--- src/rtl/score_bin_to_bcd.sv ---
// ============================================================================
// Module   : score_bin_to_bcd
// Brief    : Sequential double-dabble binary-to-BCD converter (four digits),
//            one shift-and-add-3 iteration per clock, start/done handshake.
// Revision : 1.0
// ============================================================================
`default_nettype none

module score_bin_to_bcd #(
   parameter int BIN_WIDTH = 14,
   parameter int SAT_VALUE = 9999
) (
   input  logic                 clk,
   input  logic                 rst,
   input  logic [BIN_WIDTH-1:0] bin,
   input  logic                 start,
   output logic [15:0]          bcd,
   output logic                 busy,
   output logic                 done,
   output logic                 overflow
);

   localparam int                 c_CNT_W = $clog2(BIN_WIDTH + 1);
   localparam logic [c_CNT_W-1:0] c_ITERS = c_CNT_W'(BIN_WIDTH);
   localparam logic [c_CNT_W-1:0] c_ONE   = c_CNT_W'(1);
   localparam logic [BIN_WIDTH-1:0] c_SAT = BIN_WIDTH'(SAT_VALUE);

   // FINISH is folded into the last SHIFT edge, so only two encodings exist.
   typedef enum logic [0:0] {
      S_IDLE  = 1'b0,
      S_SHIFT = 1'b1
   } state_t;

   state_t               r_state;
   state_t               w_state_nxt;
   logic                 w_load;
   logic                 w_step;
   logic                 w_finish;

   logic [BIN_WIDTH-1:0] r_bin;
   logic [15:0]          r_scr;
   logic [c_CNT_W-1:0]   r_cnt;
   logic                 r_ovf_int;
   logic [15:0]          r_bcd;
   logic                 r_busy;
   logic                 r_done;
   logic                 r_ovf;

   logic                 w_over;
   logic [15:0]          w_adj;
   logic [15:0]          w_scr_nxt;
   logic [BIN_WIDTH-1:0] w_bin_nxt;
   logic                 w_unused;

   assign w_over = (32'(bin) > 32'd9999);

   generate
      for (genvar g = 0; g < 4; g++) begin : g_nib_adj
         assign w_adj[4*g +: 4] = (r_scr[4*g +: 4] >= 4'd5) ?
                                  (r_scr[4*g +: 4] + 4'd3) : r_scr[4*g +: 4];
      end
   endgenerate

   // The thousands digit never exceeds 9, so the bit shifted out of it is zero.
   assign w_scr_nxt = {w_adj[14:0], r_bin[BIN_WIDTH-1]};
   assign w_bin_nxt = {r_bin[BIN_WIDTH-2:0], 1'b0};
   assign w_unused  = w_adj[15];

   always_ff @(posedge clk or negedge rst) begin
      if (!rst) begin
         r_state <= S_IDLE;
      end else begin
         r_state <= w_state_nxt;
      end
   end

   always_comb begin
      w_state_nxt = r_state;
      w_load      = 1'b0;
      w_step      = 1'b0;
      w_finish    = 1'b0;
      case (r_state)
         S_IDLE: begin
            if (start) begin
               w_load      = 1'b1;
               w_state_nxt = S_SHIFT;
            end
         end
         S_SHIFT: begin
            w_step = 1'b1;
            if (r_cnt == c_ONE) begin
               w_finish    = 1'b1;
               w_state_nxt = S_IDLE;
            end
         end
         default: begin
            w_state_nxt = S_IDLE;
         end
      endcase
   end

   always_ff @(posedge clk or negedge rst) begin
      if (!rst) begin
         r_bin     <= '0;
         r_scr     <= '0;
         r_cnt     <= '0;
         r_ovf_int <= 1'b0;
         r_bcd     <= '0;
         r_busy    <= 1'b0;
         r_done    <= 1'b0;
         r_ovf     <= 1'b0;
      end else begin
         r_done <= 1'b0;
         if (w_load) begin
            r_bin     <= w_over ? c_SAT : bin;
            r_ovf_int <= w_over;
            r_scr     <= '0;
            r_cnt     <= c_ITERS;
            r_busy    <= 1'b1;
         end
         if (w_step) begin
            r_scr <= w_scr_nxt;
            r_bin <= w_bin_nxt;
            r_cnt <= r_cnt - c_ONE;
         end
         // Result and flag are published together so the display never tears.
         if (w_finish) begin
            r_bcd  <= w_scr_nxt;
            r_ovf  <= r_ovf_int;
            r_done <= 1'b1;
            r_busy <= 1'b0;
         end
      end
   end

   assign bcd      = r_bcd;
   assign busy     = r_busy;
   assign done     = r_done;
   assign overflow = r_ovf;

endmodule

`default_nettype wire

--- config.mk ---
export PLATFORM = sky130hd
export DESIGN_NAME = score_bin_to_bcd
export DESIGN_NICKNAME = d
export VERILOG_FILES = /design/src/rtl/score_bin_to_bcd.sv
export SDC_FILE = /design/constraint.sdc
export NUM_CORES = 1
export LEC_CHECK = 0
export ABC_AREA = 1
export ABC_CLOCK_PERIOD_IN_PS = 1900
export BUFFER_PORTS_ARGS = -buffer_cell sky130_fd_sc_hd__clkbuf_2
export CELL_PAD_IN_SITES_DETAIL_PLACEMENT = 2
export CELL_PAD_IN_SITES_GLOBAL_PLACEMENT = 2
export CORE_UTILIZATION = 34
export DETAILED_ROUTE_END_ITERATION = 8
export GPL_ROUTABILITY_DRIVEN = 0
export PLACE_DENSITY = 0.78
export REMOVE_ABC_BUFFERS = 1
export SLEW_MARGIN = 20
export SYNTH_ARGS = -nofsm -noshare
export SYNTH_HDL_FRONTEND = slang
export SYNTH_SLANG_ARGS = --single-unit
--- constraint.sdc ---
create_clock -name clk -period 1.9 [get_ports clk]
set_clock_uncertainty 0.1 [all_clocks]
set_input_delay 0 -clock clk [delete_from_list [all_inputs] [get_ports clk]]
set_output_delay 0 -clock clk [all_outputs]
set_load 0.05 [all_outputs]
==> summary.md <==
| Metric | Value |
|---|---|
| Register bit total from synthesis | `55` |
| Worst-margin pin slew | `0.4687 ns` |
| Final Cycle Share | `0.9282` |
| # rows | `31` |
| DRC viols | `0` |
| RSZ-0062 raised after global routing | `no` |
| Total gr overflow | `0` |
| Max Clk Rate | `567.0 MHz` |
| Synth Flop Type | `dfrtp_1` |
| Worst min path class | `primary input to flip-flop` |
| Setup TNS Final | `0 ns` |
| Root Driver | `clkbuf_8` |
| IO Count | `36` |
| Final core occ | `0.4357` |
| Worst EP arrival | `1.92 ns` |
| Synthesized area | `0.002643 mm²` |
| CP Capture Type | `flip-flop` |
| Dpl hpwl | `5.097 mm` |
| Initial antenna violation count | `0` |
| Area Overhead vs Synth | `21.50%` |
| Period minus WS final | `1.764 ns` |
| Cells after synthesis | `321` |
| TritonRoute pass-1 iters | `4` |
| CTS H-Tree Depth | `2` |
| Initial core utilization | `0.3586` |
| Setup violators final | `0` |
| Post-Route WL | `7.953 mm` |
| Clock latency on the worst-skew pair | `0.31 ns` |
| Number of flops mapped to enable cells by yosys | `0` |
| GR Util All Layers | `0.2105` |
| Hold path endpoint | `busy` |
| Synthesis Warnings | `0` |
| Detail Route Antenna Nets | `0` |
| Setup Buffers After CTS | `0` |
| Synth top area cells | `dfrtp_1, nand2_1, nand3_1` |
| Final Hold Viols | `0` |
| Diode count | `0` |
| Reg clk slew, reported paths | `0.10 ns` |
| Clk sinks | `55` |
| Status | `complete, no violations` |
| Initial drt markers | `66` |
| CP Launch Type | `flip-flop` |
| First-pass GRT wire length | `13.59 mm` |
| CTS tree | `done` |
| Clk buf depth | `2` |
| Core Footprint | `0.007370 mm²` |
| R2r worst-path depth | `6` |
| Drt wl/cell | `16.64 µm` |
| Yosys top cell area share | `0.5208` |
| Avg Cell Area, Syn | `8.232 µm²` |
| Largest net degree at the start of global routing | `56` |
| Worst reg-to-reg setup slack | `0.14 ns` |
| CP required | `2.06 ns` |
| Width of the die | `90.16 µm` |
| Most common cell in the netlist | `nand2_1` |
| Worst slew margin | `0.6871` |
| Layout cells sized above 1 | `0.1372` |
| Leading area contributor after synthesis | `dfrtp_1` |
| Post-DR vias/cell | `5.086` |
| Register area share after synthesis | `0.5208` |
| VDD IR max | `624.5 µV` |
| Max-Cap Viols | `0` |
| Hold Crit Start | `start` |
| Port bufs | `35` |
| Synth cell types | `19` |
| Reg2reg start | `r_state` |
| Vias in the first global route | `2753` |
| Pwr Density | `1817 mW/mm²` |
| Reg-to-reg endpoint | `r_bin[4]` |
| WHS Path Cells | `5` |
| Area of the die | `0.008129 mm²` |
| Critical Path Fanout Max | `8` |
| Nets | `407` |
| Vias | `2431` |
| Final Worst Setup Slack | `0.1364 ns` |
| Max-slew violations | `0` |
| Synth top cells by count | `nand2_1, dfrtp_1, nand3_1, inv_1, nor2_1` |
| Async set-or-reset flop fraction in the synthesized netlist | `1.000` |
| Pleak | `0.001698 µW` |
| Die Y | `90.16 µm` |
| Setup CP Type | `flip-flop to flip-flop` |
| TritonCTS Buffers | `5` |
| Setup WS pre-CTS | `0.3693 ns` |
==> layout by cell type, fill, tap and decap left out, drive strengths merged <==
| master | n |
|---|---|
| dlygate4sd3 | 19 |
| a21oi | 5 |
| inv | 31 |
| a22oi | 9 |
| ha | 10 |
| o21ai | 19 |
| nor2 | 19 |
| nand2 | 116 |
| o22ai | 5 |
| clkbuf | 41 |
| nand3 | 35 |
| dfrtp | 55 |
| nand4 | 8 |
| buf | 7 |
==> power breakdown <==
| group | leakage, µW | switching (µW) | total, µW | internal (µW) |
|---|---|---|---|---|
| clock network | 0.0000371 | 391 | 639 | 248 |
| registers | 0.000689 | 399 | 2110 | 1720 |
| logic | 0.000972 | 2170 | 3080 | 905 |
| total | 0.00170 | 2960 | 5830 | 2870 |
==> critical path, stage by stage, from the launching register on <==
cell	delay [ns]
dfrtp_1	0.51
inv_4	0.18
nand2_2	0.11
nor2_1	0.13
nand2_1	0.06
dlygate4sd3_1	0.57
nand2_1	0.06
==> sequential cells by signal, summed over array words and instances (netlist names) <==
name	cells
busy	1
r_cnt	4
bcd	16
r_bin	14
done	1
r_ovf_int	1
overflow	1
r_state	1
r_scr	16
==> area by class of cell <==
cell class	count	area, µm²
fillers	844	4159
clock buffers	6	72.57
inverters	31	118.9
repair buffers	61	430.4
flip-flops and latches	55	1376
multi-input cells	226	1089
well taps	99	123.9
==> per-stage QoR <==
step / power (µW) / hold slack (ns) / instances / instance area [µm²]
6_report: 5833 / 0.1002 / 478 / 3211
3_3_place_gp: 4936 / -0.06792 / 453 / 2945
2_1_floorplan: 4196 / -0.3956 / 312 / 2581
4_1_cts: 5827 / 0.01944 / 478 / 3208
3_5_place_dp: 5143 / -0.06977 / 453 / 2945
5_1_grt: 6341 / 0.1335 / 478 / 3211
==> kinds of logic (layout without fill, tap and decap cells) <==
kind of cell | count (synthesis) | after routing | synth area share
AND/OR/NAND/NOR | 178 | 178 | 0.2817
flip-flops | 55 | 55 | 0.5208
buffers and inverters | 40 | 98 | 0.06723
AO/OA/AOI/OAI | 38 | 38 | 0.08286
adder cells (fa/ha/maj) | 10 | 10 | 0.04735
==> metal layers <==
layer	share of wire	track usage
met3	0.026	0.03215
met2	0.52	0.3810
met4	0.012	0.04973
met5	0	0
met1	0.44	0.2617
==> how the worst max path moves through the flow <==
stage	from	to	cells after the start
2_1_floorplan	r_state	r_scr[11]	3
3_3_place_gp	r_cnt[0]	busy	6
3_5_place_dp	r_scr[0]	r_scr[2]	8
4_1_cts	r_state	r_bin[5]	6
5_1_grt	r_state	r_bin[4]	6
6_report	r_state	r_bin[4]	6
==> timing repair <==
item | CTS | global route
hold buffers | 19 | 0
setup endpoints to repair | 0 | 4
hold endpoints to repair | 67 | 0
gates resized for setup | 0 | 1
Note: power is estimated with default switching activity, not from simulation.
